**src/rtl/sa_pkg.sv**
```systemverilog
// sa_pkg: shared types, constants and helpers for the systolic-array feeder blocks.
package sa_pkg;

    typedef enum logic [1:0] {SK_IDLE, SK_STREAM, SK_DRAIN} sk_state_t;

    localparam logic [15:0] FP16_ZERO = 16'h0000;

    function automatic int lane_lo(input int r, input int dw);
        return r * dw;
    endfunction

endpackage

```
**src/rtl/sa_vec_fifo.sv**
```systemverilog
// sa_vec_fifo: synchronous FIFO with wrap-bit pointers and a registered occupancy count.
module sa_vec_fifo #(
    parameter int WIDTH = 65,
    parameter int DEPTH = 8
) (
    input  logic             clk,
    input  logic             rst,
    input  logic             push,
    input  logic             pop,
    input  logic [WIDTH-1:0] wdata,
    output logic [WIDTH-1:0] rdata,
    output logic             full,
    output logic             empty
);
    localparam int AW = $clog2(DEPTH);

    logic [AW:0] wptr_q, wptr_d, rptr_q, rptr_d, count_q, count_d;
    logic [WIDTH-1:0] mem_q [DEPTH];
    logic push_ok, pop_ok;

    assign full    = count_q == (AW+1)'(DEPTH);
    assign empty   = count_q == '0;
    assign push_ok = push && !full;
    assign pop_ok  = pop && !empty;
    assign rdata   = mem_q[rptr_q[AW-1:0]];

    always_comb begin
        wptr_d  = wptr_q + (AW+1)'(push_ok);
        rptr_d  = rptr_q + (AW+1)'(pop_ok);
        count_d = wptr_d - rptr_d;
    end

    always_ff @(posedge clk) begin
        if (rst) begin
            wptr_q  <= '0;
            rptr_q  <= '0;
            count_q <= '0;
        end else begin
            wptr_q  <= wptr_d;
            rptr_q  <= rptr_d;
            count_q <= count_d;
        end
    end

    always_ff @(posedge clk) begin
        if (push_ok) mem_q[wptr_q[AW-1:0]] <= wdata;
    end

endmodule

```
**src/rtl/sa_input_skewer.sv**
```systemverilog
// sa_input_skewer: buffers operand vectors and replays them onto the array rows with
// a one-cycle-per-row skew, flushing with zero bubbles and pulsing done at tile end.
module sa_input_skewer
    import sa_pkg::*;
#(
    parameter int DATA_WIDTH = 16,
    parameter int NUM_ROWS   = 4,
    parameter int FIFO_DEPTH = 8
) (
    input  logic                           clk,
    input  logic                           rst,
    input  logic [NUM_ROWS*DATA_WIDTH-1:0] in_data,
    input  logic                           in_last,
    input  logic                           in_valid,
    output logic                           in_ready,
    input  logic                           start,
    input  logic                           stall,
    output logic [NUM_ROWS*DATA_WIDTH-1:0] left_out,
    output logic [NUM_ROWS-1:0]            left_valid,
    output logic                           busy,
    output logic                           done
);
    localparam int DW  = DATA_WIDTH;
    localparam int NR  = NUM_ROWS;
    localparam int VW  = NR * DW;
    localparam int DCW = NR > 1 ? $clog2(NR) : 1;
    localparam logic [DCW-1:0] DRAIN_END = DCW'(NR >= 2 ? NR - 2 : 0);

    logic full, empty, pop, fifo_last;
    logic [VW-1:0] fifo_data;
    logic [VW:0] fifo_rdata;

    sa_vec_fifo #(.WIDTH(VW + 1), .DEPTH(FIFO_DEPTH)) u_fifo (
        .clk   (clk),
        .rst   (rst),
        .push  (in_valid),
        .pop   (pop),
        .wdata ({in_last, in_data}),
        .rdata (fifo_rdata),
        .full  (full),
        .empty (empty)
    );

    assign {fifo_last, fifo_data} = fifo_rdata;
    assign in_ready = !full;

    sk_state_t state_q, state_d;
    logic [DCW-1:0] drain_q, drain_d;
    logic done_q, done_d;

    assign pop  = state_q == SK_STREAM && !stall && !empty;
    assign busy = state_q != SK_IDLE;
    assign done = done_q && !stall;

    // A done raised while stalled is held until the first free cycle.
    always_comb begin
        state_d = state_q;
        drain_d = drain_q;
        done_d  = stall && done_q;
        if (!stall) begin
            if (state_q == SK_IDLE && start) state_d = SK_STREAM;
            if (pop && fifo_last) begin
                state_d = NR == 1 ? SK_IDLE : SK_DRAIN;
                drain_d = '0;
                done_d  = NR == 1;
            end
            if (state_q == SK_DRAIN) begin
                drain_d = drain_q + DCW'(1);
                if (drain_q == DRAIN_END) begin
                    state_d = SK_IDLE;
                    done_d  = 1'b1;
                end
            end
        end
    end

    always_ff @(posedge clk) begin
        if (rst) begin
            state_q <= SK_IDLE;
            drain_q <= '0;
            done_q  <= 1'b0;
        end else begin
            state_q <= state_d;
            drain_q <= drain_d;
            done_q  <= done_d;
        end
    end

    for (genvar r = 0; r < NR; r++) begin : g_lane
        logic [DW:0] inj, out_d, out_q;
        assign inj = pop ? {1'b1, fifo_data[lane_lo(r, DW) +: DW]} : {1'b0, DW'(FP16_ZERO)};
        if (r == 0) begin : g_direct
            assign out_d = inj;
        end else begin : g_delay
            logic [DW:0] dl_q [r];
            logic [DW:0] dl_d [r];
            always_comb begin
                dl_d[0] = inj;
                for (int k = 1; k < r; k++) dl_d[k] = dl_q[k-1];
            end
            always_ff @(posedge clk) begin
                if (rst) begin
                    for (int k = 0; k < r; k++) dl_q[k] <= '0;
                end else if (!stall) begin
                    dl_q <= dl_d;
                end
            end
            assign out_d = dl_q[r-1];
        end
        always_ff @(posedge clk) begin
            if (rst) out_q <= '0;
            else if (!stall) out_q <= out_d;
        end
        assign left_out[lane_lo(r, DW) +: DW] = out_q[DW-1:0];
        assign left_valid[r] = out_q[DW];
    end

endmodule

```
**config.mk**
```make
export PLATFORM = sky130hd
export DESIGN_NAME = sa_input_skewer
export DESIGN_NICKNAME = d
export VERILOG_FILES = /design/src/rtl/sa_pkg.sv /design/src/rtl/sa_vec_fifo.sv /design/src/rtl/sa_input_skewer.sv
export SDC_FILE = /design/constraint.sdc
export NUM_CORES = 1
export LEC_CHECK = 0
export BUFFER_PORTS_ARGS = -buffer_cell sky130_fd_sc_hd__buf_2
export CORE_ASPECT_RATIO = 0.7
export CORE_MARGIN = 4
export CORE_UTILIZATION = 50
export DETAILED_ROUTE_END_ITERATION = 10
export GPL_TIMING_DRIVEN = 1
export PLACE_DENSITY = 0.73
export SLEW_MARGIN = 5
export SYNTH_ARGS = -nofsm -noshare
export SYNTH_HDL_FRONTEND = slang
export SYNTH_HIERARCHICAL = 1
export SYNTH_SLANG_ARGS = --single-unit
```
**constraint.sdc**
```tcl
create_clock -name clk -period 6.6 [get_ports clk]
set_input_delay 0.33 -clock clk [delete_from_list [all_inputs] [get_ports clk]]
set_output_delay 0.33 -clock clk [all_outputs]
set_load 0.005 [all_outputs]
```
==> tab_implementation.tex, run 1 <==
\begin{tabular}{lr}
\hline
Metric & Value \\
\hline
\multicolumn{2}{l}{\textbf{Logic synthesis}} \\
\quad Leading cell types by total area after synthesis & edfxtp\_1 (60\%), dfxtp\_1 (14\%), mux4\_2 (11\%), mux2i\_1 (3.8\%), mux2\_2 (2.8\%) \\
\quad Average cell area after synthesis & 18.7 um2 \\
\quad Area leader, netlist & edfxtp\_1 \\
\quad Cell variety after synth & 33 \\
\quad Syn. warnings & 6 \\
\quad Netlist area before placement & 0.0259 mm2 \\
\quad Sequential share of the synthesized area & 74.1\% \\
\quad Cells after synthesis & 1,386 \\
\quad Area share of the largest cell type after synthesis & 60.2\% \\
\quad Net count of the mapped netlist & 1,465 \\
\quad FF+latch count, synth & 701 \\
\multicolumn{2}{l}{\textbf{Placed design}} \\
\quad Post-DP HPWL & 27.5 mm \\
\quad Port-buffer cells & 140 \\
\quad Routability congestion estimate & 0.695 \\
\quad Worst slack after detailed placement & 3420 ps \\
\quad Post-DP Area & 0.0273 mm2 \\
\multicolumn{2}{l}{\textbf{Clock network}} \\
\quad Sinks on the clock net & 701 \\
\quad Source-to-sink clock delay at the later pin of the worst-skew pair & 600 ps \\
\quad TritonCTS clock tree & yes \\
\quad Number of buffers added by the clock tree synthesis step & 66 \\
\quad Cells resized by post-CTS repair & 0 \\
\quad Number of buffers on the longest clock path & 3 \\
\quad Reg clk slew, reported paths & 60 ps \\
\quad Cell at the root of the clock tree & clkbuf\_16 \\
\quad Maximum level of the CTS H-tree & 3 \\
\multicolumn{2}{l}{\textbf{Route}} \\
\quad Final Routed Wirelength & 51.4 mm \\
\quad Routed vias & 13,000 \\
\quad DRC violations left & 0 \\
\quad Initial detailed-routing violation count & 995 \\
\quad Mean routed wirelength per cell & 22.2 um \\
\quad Routed Antenna Nets & 0 \\
\quad Detail-routed via count per cell & 5.62 \\
\quad Detailed-routing iteration count for the pre-antenna-repair pass & 5 \\
\multicolumn{2}{l}{\textbf{Timing}} \\
\quad Total of endpoints with negative setup slack in the final report & 0 \\
\quad Min Clock Period, post-route & 3050 ps \\
\quad Maximum frequency from static timing analysis & 328 MHz \\
\quad Slew at the pin with the worst max-slew slack & 1190 ps \\
\quad Count of final hold-check violations & 0 \\
\quad Final sum of negative setup slack & 0 ps \\
\quad Slew Viols, Final & 0 \\
\quad Final worst-path setup slack & 3550 ps \\
\quad Unrepaired setup endpoints after global routing & no \\
\quad Share of the cycle needed by the critical path after routing & 46.3\% \\
\quad Worst clock skew on the final layout & 23.5 ps \\
\quad Max-slew headroom at the worst pin & 20.7\% \\
\multicolumn{2}{l}{\textbf{Setup path}} \\
\quad Crit-path slowest cell & dfxtp\_4 \\
\quad CP delay by family, top & flip-flops \\
\quad Largest driver fanout on the critical path & 90 \\
\quad Crit path arrival time & 3480 ps \\
\quad Class of the most critical setup path & reg -> reg \\
\quad Reg-to-Reg Start & u\_fifo/rptr\_q[0] \\
\quad Worst stage delay on the critical path & 910 ps \\
\quad Worst setup EP type & flip-flop \\
\quad Startpoint type of the worst setup path & flip-flop \\
\quad Number of buffer and inverter stages on the critical path & 1 \\
\quad Required arrival time at the worst endpoint & 7030 ps \\
\quad Startpoint of the worst setup timing path & u\_fifo/rptr\_q[0] \\
\quad Critical Path, Cell by Cell & buf\_12 -> ha\_1 -> xnor2\_1 -> ha\_1 -> a21o\_1 -> a21oi\_1 -> xnor2\_1 -> nor2\_1 \\
\multicolumn{2}{l}{\textbf{Floorplanning}} \\
\quad Core ar. & 0.0510 mm2 \\
\quad Y dimension of the die & 199 um \\
\quad Die Area & 0.0557 mm2 \\
\quad Count of pins on the block boundary & 141 \\
\quad Die extent in x & 280 um \\
\quad Row count & 69 \\
\quad Initial core utilization & 50.9\% \\
\multicolumn{2}{l}{\textbf{Layout}} \\
\quad Post-route cell area & 0.0299 mm2 \\
\quad Fraction of layout instances using a drive strength above 1 & 28.1\% \\
\quad Highest-count cells in the layout ignoring fill and taps & edfxtp\_1 (520), dfxtp\_1 (178), nor2\_1 (177), buf\_2 (138), mux4\_2 (130) \\
\quad Net count of the finished layout & 1,660 \\
\quad Commonest non-fill, non-tap cell in the layout & edfxtp\_1 \\
\quad Signed area change from the synthesized netlist to the final layout & 15.2\% \\
\multicolumn{2}{l}{\textbf{Power and ir drop}} \\
\quad Leakage Power & 10.2 nW \\
\quad Total power draw & 9.02 mW \\
\quad Total power divided by cell area & 302 mW/mm2 \\
\quad Worst-case vdd ir drop & 0.000188 V \\
\multicolumn{2}{l}{\textbf{GRT}} \\
\quad Wire length of the first global-routing pass & 79.9 mm \\
\quad Initial antenna violation count & 8 \\
\quad Maximum number of pins on one net before global-route repair & 105 \\
\quad Residual overflow from global routing & 0 \\
\quad Global-route usage over all layers & 18.8\% \\
\quad Via count of the first global-routing pass & 13,400 \\
\multicolumn{2}{l}{\textbf{Job}} \\
\quad Number of max-capacitance violations reported & 0 \\
\multicolumn{2}{l}{\textbf{Run status}} \\
\quad Status & finished clean \\
\multicolumn{2}{l}{\textbf{Worst hold path}} \\
\quad Worst hold path class & in -> reg \\
\quad Hold path start & in\_data[6] \\
\hline
\end{tabular}
[power by group]
part	total, mW	leakage, nW	switching [mW]	internal [mW]
registers	4.92	6.18	0.0426	4.87
logic	0.477	3.00	0.270	0.207
clock network	3.62	1.01	1.57	2.06
total	9.02	10.2	1.88	7.14
[repair_timing]
| action | CTS | global route |
|---|---|---|
| endpoints found under the hold margin | 378 | 0 |
| buffers inserted | 0 | 0 |
| hold buffers | 52 | 0 |
[worst paths after layout]
kind                                      endpoint  slack [ps]  cells after the start
worst max register to register   u_fifo/count_q[3]        3550                      8
worst min-delay path            u_fifo/mem_q[4][6]          20                      1
worst min register to register  g_lane[3].out_d[7]         490                      2
worst max-delay path             u_fifo/count_q[3]        3550                      8
[worst reg2reg max path, stage by stage (launching register included)]
cell and delay (ps):
dfxtp_4 910, buf_12 650, ha_1 330, xnor2_1 90, ha_1 350, a21o_1 190, a21oi_1 170, xnor2_1 140
nor2_1 60
[synth_stat cells]
| library cell | number |
|---|---|
| nand2_1 | 4 |
| ha_1 | 8 |
| nor4b_1 | 1 |
| mux2_2 | 65 |
| buf_6 | 11 |
| or2_2 | 1 |
| inv_1 | 7 |
| fa_1 | 1 |
| buf_1 | 7 |
| nor4b_4 | 1 |
| a22oi_1 | 65 |
| a211oi_1 | 3 |
| nor3b_1 | 1 |
| nor2b_1 | 5 |
| clkbuf_1 | 38 |
| nor3_1 | 3 |
| edfxtp_1 | 520 |
| nand3_1 | 2 |
| buf_2 | 27 |
| mux4_2 | 130 |
| or3b_2 | 1 |
| dfxtp_1 | 181 |
| xnor2_1 | 2 |
| buf_4 | 3 |
| nand2b_1 | 3 |
| xor2_1 | 6 |
| a21o_1 | 1 |
| a41o_1 | 1 |
| nor4_1 | 1 |
| o21a_1 | 1 |
| nor2_1 | 183 |
| a21oi_1 | 4 |
| mux2i_1 | 99 |
[kinds of logic (layout without fill, tap and decap cells)]
| family | Yosys count | count (layout) | share of synthesized area, % |
|---|---|---|---|
| buffers and inverters | 93 | 342 | 1.84 |
| muxes | 294 | 294 | 17.9 |
| AOI/OAI and AO/OA | 75 | 75 | 2.14 |
| other | 0 | 3 | 0 |
| and+or+nand+nor | 206 | 206 | 3.23 |
| xor gates and xnor gates | 8 | 8 | 0.270 |
| adders and majority gates | 9 | 9 | 0.463 |
| DFF | 701 | 701 | 74.1 |
[cell type report]
type	count	area, um2
diodes	3	7.51
repair buffers	213	1410
clock inverters	23	206
inverters	7	26.3
clock buffers	99	1870
multi-input cells	592	6290
flip-flops and latches	701	19200
fillers	3668	21100
well taps	674	843
[routing by layer]
| layer | share of wire (%) | vias up | wire [um] | global-route usage, % |
|---|---|---|---|---|
| li1 | - | 5825 | - | - |
| met1 | 43 | 6717 | 22100 | 25.8 |
| met2 | 49 | 352 | 25300 | 31.2 |
| met3 | 6.0 | 82 | 3060 | 4.29 |
| met4 | 1.6 | 10 | 830 | 4.22 |
| met5 | 0.095 | - | 49 | 0 |
[through the flow]
step	hold slack [ps]	cells	utilization (%)
3_5_place_dp	482	2135	53.5
5_1_grt	11.0	2312	58.6
2_1_floorplan	402	1386	-
4_1_cts	0.691	2309	58.6
3_3_place_gp	469	2135	53.5
6_report	19.4	2312	58.6
[state kept, by name (all words and copies together), names as in the netlist, named ones only]
signal,cells
u_fifo/count_q,4
u_fifo/mem_q,520
g_lane.out_q,68
g_lane.g_delay.dl_d,48
drain_q,2
g_lane.g_delay.dl_q,16
state_q,2
u_fifo/wptr_q,4
u_fifo/rptr_q,4
g_lane.out_d,32
Note: power is estimated with default switching activity, not from simulation.
==> inputs of run 2 (changes only) <==
==> constraint.sdc (replaced) <==
create_clock -name clk -period 3.05 [get_ports clk]
set_input_delay 0.1525 -clock clk [delete_from_list [all_inputs] [get_ports clk]]
set_output_delay 0.1525 -clock clk [all_outputs]
set_load 0.005 [all_outputs]
==> run 2 against run 1 <==
Critical path depth up 2. Worst hold slack improved by 14 ps. Routed wire length down 0.34%. First-iteration DRC count grew 5.5%. Sequential share of layout area down 0.58 points. Global-route usage is 0.088 points lower. Via count is 0.55% higher. Maximum frequency increased by 18%.
==> tab_implementation.tex, run 2 (synthesis results as in run 1) <==
\begin{tabular}{lr}
\hline
Metric & Value \\
\hline
\multicolumn{2}{l}{\textbf{Run status}} \\
\quad Status & finished clean (unchanged) \\
\multicolumn{2}{l}{\textbf{Placed design}} \\
\quad Post-DP HPWL & 28.5 mm (was 27.5 mm) \\
\quad Routability congestion estimate & 0.733 (was 0.695) \\
\quad Port-buffer cells & 140 (unchanged) \\
\multicolumn{2}{l}{\textbf{Setup path}} \\
\quad Class of the most critical setup path & reg -> reg (unchanged) \\
\quad Worst setup EP type & flip-flop (unchanged) \\
\quad Worst stage delay on the critical path & 550 ps (was 910 ps) \\
\quad Required arrival time at the worst endpoint & 3570 ps (was 7030 ps) \\
\quad Startpoint type of the worst setup path & flip-flop (unchanged) \\
\quad CP delay by family, top & simple AND/OR/NAND/NOR gates (was flip-flops) \\
\quad Number of buffer and inverter stages on the critical path & 0 (was 1) \\
\quad Crit path arrival time & 3100 ps (was 3480 ps) \\
\quad Largest driver fanout on the critical path & 3 (was 90) \\
\quad Crit-path slowest cell & nor4\_1 (was dfxtp\_4) \\
\quad Critical Path, Cell by Cell & nor4\_1 -> nor4b\_4 -> nor2b\_1 -> ha\_1 -> xnor2\_1 -> ha\_1 -> a21o\_1 -> a21oi\_1 -> xnor2\_1 -> nor2\_1 (was buf\_12 -> ha\_1 -> xnor2\_1 -> ha\_1 -> a21o\_1 -> a21oi\_1 -> xnor2\_1 -> nor2\_1) \\
\multicolumn{2}{l}{\textbf{Route}} \\
\quad Routed Antenna Nets & 0 (unchanged) \\
\quad Initial detailed-routing violation count & 1,050 (was 995) \\
\quad DRC violations left & 0 (unchanged) \\
\quad Mean routed wirelength per cell & 22.0 um (was 22.2 um) \\
\quad Detailed-routing iteration count for the pre-antenna-repair pass & 5 (unchanged) \\
\quad Detail-routed via count per cell & 5.61 (was 5.62) \\
\quad Routed vias & 13,100 (was 13,000) \\
\quad Final Routed Wirelength & 51.2 mm (was 51.4 mm) \\
\multicolumn{2}{l}{\textbf{Clock network}} \\
\quad Number of buffers on the longest clock path & 3 (unchanged) \\
\quad Source-to-sink clock delay at the later pin of the worst-skew pair & 640 ps (was 600 ps) \\
\quad Number of buffers added by the clock tree synthesis step & 61 (was 66) \\
\quad Reg clk slew, reported paths & 70 ps (was 60 ps) \\
\quad Cell at the root of the clock tree & clkbuf\_16 (unchanged) \\
\quad TritonCTS clock tree & yes (unchanged) \\
\quad Maximum level of the CTS H-tree & 2 (was 3) \\
\quad Sinks on the clock net & 701 (unchanged) \\
\multicolumn{2}{l}{\textbf{Layout}} \\
\quad Fraction of layout instances using a drive strength above 1 & 28.9\% (was 28.1\%) \\
\quad Commonest non-fill, non-tap cell in the layout & edfxtp\_1 (unchanged) \\
\quad \# fillers & 3,683 (was 3,668) \\
\quad Area of combinational cells with multiple inputs & 0.00630 mm2 (was 0.00629 mm2) \\
\quad Signed area change from the synthesized netlist to the final layout & 16.3\% (was 15.2\%) \\
\quad Area occupied by registers & 0.0192 mm2 (unchanged) \\
\quad Share of the core filled with cells in the final layout & 59.1\% (was 58.6\%) \\
\quad Net count of the finished layout & 1,678 (was 1,660) \\
\quad Highest-count cells in the layout ignoring fill and taps & edfxtp\_1 (520), dfxtp\_1 (178), nor2\_1 (177), buf\_2 (138), mux4\_2 (130) (unchanged) \\
\quad Largest register FFs & 520 (unchanged) \\
\multicolumn{2}{l}{\textbf{GRT}} \\
\quad Global-route usage over all layers & 18.7\% (was 18.8\%) \\
\quad Residual overflow from global routing & 0 (unchanged) \\
\quad Initial antenna violation count & 4 (was 8) \\
\quad Wire length of the first global-routing pass & 80.1 mm (was 79.9 mm) \\
\quad Maximum number of pins on one net before global-route repair & 135 (was 105) \\
\quad Via count of the first global-routing pass & 13,400 (about the same) \\
\multicolumn{2}{l}{\textbf{Power and ir drop}} \\
\quad Worst-case vdd ir drop & 0.000429 V (was 0.000188 V) \\
\quad Leakage Power & 10.3 nW (was 10.2 nW) \\
\quad Total power divided by cell area & 641 mW/mm2 (was 302 mW/mm2) \\
\multicolumn{2}{l}{\textbf{Timing}} \\
\quad Total of endpoints with negative setup slack in the final report & 0 (unchanged) \\
\quad Max-slew headroom at the worst pin & 34.3\% (was 20.7\%) \\
\quad Worst clock skew on the final layout & 27.5 ps (was 23.5 ps) \\
\quad Maximum frequency from static timing analysis & 387 MHz (was 328 MHz) \\
\quad Count of final hold-check violations & 0 (unchanged) \\
\quad Worst hold slack after final layout & 33.1 ps (was 19.4 ps) \\
\quad Min Clock Period, post-route & 2580 ps (was 3050 ps) \\
\quad Slew at the pin with the worst max-slew slack & 985 ps (was 1190 ps) \\
\quad Slew Viols, Final & 0 (unchanged) \\
\quad Share of the cycle needed by the critical path after routing & 84.8\% (was 46.3\%) \\
\quad Unrepaired setup endpoints after global routing & no (unchanged) \\
\multicolumn{2}{l}{\textbf{Floorplanning}} \\
\quad Initial core utilization & 50.9\% (unchanged) \\
\quad Die extent in x & 280 um (unchanged) \\
\quad Row count & 69 (unchanged) \\
\quad Core ar. & 0.0510 mm2 (unchanged) \\
\quad Die Area & 0.0557 mm2 (unchanged) \\
\quad Y dimension of the die & 199 um (unchanged) \\
\quad Count of pins on the block boundary & 141 (unchanged) \\
\multicolumn{2}{l}{\textbf{Job}} \\
\quad Number of max-capacitance violations reported & 0 (unchanged) \\
\multicolumn{2}{l}{\textbf{Worst hold path}} \\
\quad Worst hold path class & in -> reg (unchanged) \\
\hline
\end{tabular}
[run 2: cell types whose count changed in the layout (fill, tap and decap cells not counted), sizes merged]
cell	previous run	this run
inv	9	10
buf	160	169
clkbuf	100	92
clkinvlp	0	1
dlygate4sd3	52	66
[run 2: final cells by class]
type | instances | share of cell area, %
inverter | 7 | 0.0871
multi-input combinational | 592 | 20.9
timing repair buffer | 236 | 5.72
tap | 674 | 2.80
sequential | 701 | 63.8
clock inverter | 25 | 0.767
antenna | 3 | 0.0249
clock buffer | 91 | 5.90
[run 2: report_power, final]
part | switching (mW) | leakage (nW) | internal (mW)
combinational | 0.611 | 3.14 | 0.476
sequential | 0.0844 | 6.18 | 10.5
clock | 3.37 | 1.00 | 4.24
total | 4.07 | 10.3 | 15.3
[run 2: what timing repair did]
action | 4_1_cts | 5_1_grt
hold buffers | 66 | 0
setup buffers | 0 | 0
hold endpoints to repair | 521 | 0
gates resized for setup | 0 | 0
[run 2: per-stage QoR]
step	area (um2)	TNS [ps]	instances	power [mW]	setup WS [ps]
after floorplan	26000	-387540	1386	11.5	-921
after global placement	27500	0	2144	11.8	540
after detailed placement	27500	0	2144	11.9	485
after CTS	30200	0	2326	19.5	455
after global routing	30200	0	2328	20.1	243
final	30200	0	2329	19.3	465
[run 2: final timing paths]
kind	slack (ps)	to	start	cells past startpoint
worst max register to register	470	u_fifo/count_q[3]	u_fifo/count_q[2]	10
worst max-delay path	470	u_fifo/count_q[3]	u_fifo/count_q[2]	10
worst min register to register	490	g_lane[1].out_q[10]	g_lane[1].out_q[10]	2
worst min-delay path	30	g_lane[1].out_q[0]	rst	2
[run 2: worst reg2reg max path, stage by stage (launching register included)]
cell and delay [ps]:
dfxtp_1 320, nor4_1 550, nor4b_4 80, nor2b_1 170, ha_1 220, xnor2_1 270, ha_1 290, a21o_1 180
a21oi_1 170, xnor2_1 150, nor2_1 60
[run 2: per-layer routing]
layer	up-vias	part of all wire [%]	track usage, %
met5	-	0.025	0
met4	2	1.6	4.05
met3	66	6.6	3.95
met2	380	48	30.7
met1	6763	43	26.4
li1	5847	-	-
==> inputs of run 3 (changes only) <==
--- a/config.mk
+++ b/config.mk
@@ -11,7 +11,7 @@
 export CORE_UTILIZATION = 50
 export DETAILED_ROUTE_END_ITERATION = 10
 export GPL_TIMING_DRIVEN = 1
-export PLACE_DENSITY = 0.73
+export PLACE_DENSITY = 0.76
 export SLEW_MARGIN = 5
 export SYNTH_ARGS = -nofsm -noshare
 export SYNTH_HDL_FRONTEND = slang
==> constraint.sdc (replaced) <==
create_clock -name clk -period 2.1 [get_ports clk]
set_input_delay 0.105 -clock clk [delete_from_list [all_inputs] [get_ports clk]]
set_output_delay 0.105 -clock clk [all_outputs]
set_load 0.005 [all_outputs]
==> run 3 against run 2 <==
The run now ends with negative setup slack left. Sequential share of layout area down 1.5 points. Core utilization up 1.4 points. Maximum frequency up 17%. Setup slack worse by 580 ps. First-iteration DRC count up 16%. Critical path type unchanged. Highest routed layer unchanged.
==> tab_implementation.tex, run 3 (synthesis results as in run 1) <==
\begin{tabular}{lr}
\hline
Metric & Value \\
\hline
\multicolumn{2}{l}{\textbf{Timing}} \\
\quad Slew at the pin with the worst max-slew slack & 1050 ps (was 985 ps) \\
\quad Total of endpoints with negative setup slack in the final report & 3 (was 0) \\
\quad Worst clock skew on the final layout & 22.3 ps (was 27.5 ps) \\
\quad Max-slew headroom at the worst pin & 29.8\% (was 34.3\%) \\
\quad Min Clock Period, post-route & 2220 ps (was 2580 ps) \\
\quad Slew Viols, Final & 0 (unchanged) \\
\quad Share of the cycle needed by the critical path after routing & 106\% (was 84.8\%) \\
\quad Worst hold slack after final layout & 65.2 ps (was 33.1 ps) \\
\quad Count of final hold-check violations & 0 (unchanged) \\
\quad Unrepaired setup endpoints after global routing & yes (was no) \\
\quad Final worst-path setup slack & -116 ps (was 465 ps) \\
\quad Maximum frequency from static timing analysis & 451 MHz (was 387 MHz) \\
\multicolumn{2}{l}{\textbf{Setup path}} \\
\quad Crit Reg-Reg Endpoint & u\_fifo/count\_q[3] (unchanged) \\
\quad End point of the critical path & u\_fifo/count\_q[3] (unchanged) \\
\quad FF-to-FF setup slack & -120 ps (was 470 ps) \\
\quad Startpoint of the worst setup timing path & u\_fifo/count\_q[0] (was u\_fifo/count\_q[2]) \\
\quad Required arrival time at the worst endpoint & 2580 ps (was 3570 ps) \\
\quad Register-to-Register Path Depth & 10 (unchanged) \\
\quad Class of the most critical setup path & reg -> reg (unchanged) \\
\quad Largest driver fanout on the critical path & 3 (unchanged) \\
\quad Startpoint type of the worst setup path & flip-flop (unchanged) \\
\quad Worst setup EP type & flip-flop (unchanged) \\
\quad Reg-to-Reg Start & u\_fifo/count\_q[0] (was u\_fifo/count\_q[2]) \\
\quad Crit path arrival time & 2700 ps (was 3100 ps) \\
\multicolumn{2}{l}{\textbf{Power and ir drop}} \\
\quad Total power draw & 28.1 mW (was 19.3 mW) \\
\quad Leakage Power & 10.5 nW (was 10.3 nW) \\
\quad Worst-case vdd ir drop & 0.000619 V (was 0.000429 V) \\
\quad Total power divided by cell area & 912 mW/mm2 (was 641 mW/mm2) \\
\multicolumn{2}{l}{\textbf{Floorplanning}} \\
\quad Y dimension of the die & 199 um (unchanged) \\
\quad Count of pins on the block boundary & 141 (unchanged) \\
\quad Initial core utilization & 50.9\% (unchanged) \\
\quad Row count & 69 (unchanged) \\
\quad Core ar. & 0.0510 mm2 (unchanged) \\
\quad Die Area & 0.0557 mm2 (unchanged) \\
\quad Die extent in x & 280 um (unchanged) \\
\multicolumn{2}{l}{\textbf{Clock network}} \\
\quad Number of buffers on the longest clock path & 3 (unchanged) \\
\quad Sinks on the clock net & 701 (unchanged) \\
\quad Cell at the root of the clock tree & clkbuf\_16 (unchanged) \\
\quad Source-to-sink clock delay at the later pin of the worst-skew pair & 630 ps (was 640 ps) \\
\quad TritonCTS clock tree & yes (unchanged) \\
\quad Reg clk slew, reported paths & 70 ps (about the same) \\
\quad Maximum level of the CTS H-tree & 2 (unchanged) \\
\quad Number of buffers added by the clock tree synthesis step & 61 (unchanged) \\
\multicolumn{2}{l}{\textbf{Worst hold path}} \\
\quad Cells on Worst Hold Path & 4 (was 2) \\
\quad Worst hold path class & in -> reg (unchanged) \\
\multicolumn{2}{l}{\textbf{Layout}} \\
\quad Signed area change from the synthesized netlist to the final layout & 19.0\% (was 16.3\%) \\
\quad Post-route non-filler standard cell count & 2,361 (was 2,329) \\
\quad \# fillers & 3,520 (was 3,683) \\
\quad Fraction of layout instances using a drive strength above 1 & 31.1\% (was 28.9\%) \\
\quad Commonest non-fill, non-tap cell in the layout & edfxtp\_1 (unchanged) \\
\quad Largest register FFs & 520 (unchanged) \\
\quad Highest-count cells in the layout ignoring fill and taps & edfxtp\_1 (520), nor2\_1 (177), dfxtp\_1 (174), buf\_2 (138), mux4\_2 (130) (was edfxtp\_1 (520), dfxtp\_1 (178), nor2\_1 (177), buf\_2 (138), mux4\_2 (130)) \\
\quad Net count of the finished layout & 1,712 (was 1,678) \\
\multicolumn{2}{l}{\textbf{GRT}} \\
\quad Global-route usage over all layers & 19.3\% (was 18.7\%) \\
\quad Residual overflow from global routing & 0 (unchanged) \\
\quad Maximum number of pins on one net before global-route repair & 127 (was 135) \\
\quad Via count of the first global-routing pass & 13,700 (was 13,400) \\
\quad Wire length of the first global-routing pass & 82.3 mm (was 80.1 mm) \\
\quad Initial antenna violation count & 5 (was 4) \\
\multicolumn{2}{l}{\textbf{Route}} \\
\quad Met3 layer wire length in the routed design & 3.12 mm (was 3.37 mm) \\
\quad Detailed-routing iteration count for the pre-antenna-repair pass & 5 (unchanged) \\
\quad DRC violations left & 0 (unchanged) \\
\quad Initial detailed-routing violation count & 1,214 (was 1,050) \\
\quad Routed vias & 13,300 (was 13,100) \\
\quad Routed Antenna Nets & 0 (unchanged) \\
\quad Final Routed Wirelength & 53.6 mm (was 51.2 mm) \\
\quad Total length of routed met2 wires & 26.0 mm (was 24.8 mm) \\
\quad Routed met1 length & 23.6 mm (was 22.2 mm) \\
\quad Top metal layer carrying routed signals & met5 (unchanged) \\
\quad Detail-routed via count per cell & 5.64 (was 5.61) \\
\quad Mean routed wirelength per cell & 22.7 um (was 22.0 um) \\
\multicolumn{2}{l}{\textbf{Placed design}} \\
\quad Port-buffer cells & 140 (unchanged) \\
\quad Post-DP HPWL & 30.7 mm (was 28.5 mm) \\
\quad Routability congestion estimate & 0.719 (was 0.733) \\
\quad Placed Instances & 2,170 (was 2,144) \\
\multicolumn{2}{l}{\textbf{Run status}} \\
\quad Status & finished with violations (was finished clean) \\
\quad Violations in the final reports & negative setup slack \\
\multicolumn{2}{l}{\textbf{Job}} \\
\quad Number of max-capacitance violations reported & 0 (unchanged) \\
\hline
\end{tabular}
## run 3: worst min path at each step
| stage | start | end | slack [ps] |
|---|---|---|---|
| after floorplan | rst | u_fifo/rptr_q[0] | 180 |
| after CTS | stall | g_lane[1].out_q[13] | 30 |
| after detailed placement | in_data[20] | u_fifo/mem_q[7][20] | 380 |
| final | stall | g_lane[1].out_q[13] | 70 |
| after global routing | stall | g_lane[1].out_q[13] | 80 |
| after global placement | in_data[28] | u_fifo/mem_q[6][28] | 370 |
## run 3: layout make-up
cell class	count	area (um2)	share of cell area, %
clock inverters	27	248	0.802
diodes	1	2.50	0.00810
inverters	7	26.3	0.0851
well taps	674	843	2.73
repair buffers	270	2290	7.42
flip-flops and latches	701	19300	62.4
clock buffers	89	1700	5.51
multi-input cells	592	6510	21.1
## run 3: metrics by stage
stage | area (um2) | util (%) | setup TNS [ps] | setup WS [ps]
finish | 30900 | 60.5 | -171 | -116
global route | 30900 | 60.5 | -694 | -190
CTS | 30800 | 60.3 | -309 | -65.9
detailed placement | 28000 | 54.9 | -970 | -394
global placement | 28000 | 54.9 | -945 | -396
floorplan | 26100 | - | -126120 | -738
## run 3: per-layer routing
layer | vias up | global-route usage [%]
li1 | 5936 | -
met4 | 8 | 4.63
met3 | 76 | 3.73
met1 | 6933 | 27.5
met2 | 361 | 31.4
met5 | - | 0
## run 3: what timing repair did
| item | in CTS | in global routing |
|---|---|---|
| setup endpoints to repair | 6 | 65 |
| setup buffers | 2 | 6 |
| hold buffers | 67 | 0 |
| gates resized for setup | 24 | 7 |
| hold endpoints to repair | 564 | 0 |
| pin swaps | 8 | 4 |
## run 3: power breakdown
part | internal (mW) | total (mW) | switching (mW)
sequential | 15.3 | 15.5 | 0.135
combinational | 0.828 | 1.77 | 0.946
clock | 6.12 | 10.9 | 4.80
total | 22.3 | 28.1 | 5.88
## run 3: critical path: stages (launching register included)
cell	delay (ps)
dfxtp_2	330
nor4_4	400
nor4b_4	90
nor2b_4	160
ha_4	170
xnor2_4	190
ha_4	230
a21o_1	170
a21oi_2	170
xnor2_1	130
nor2_1	50
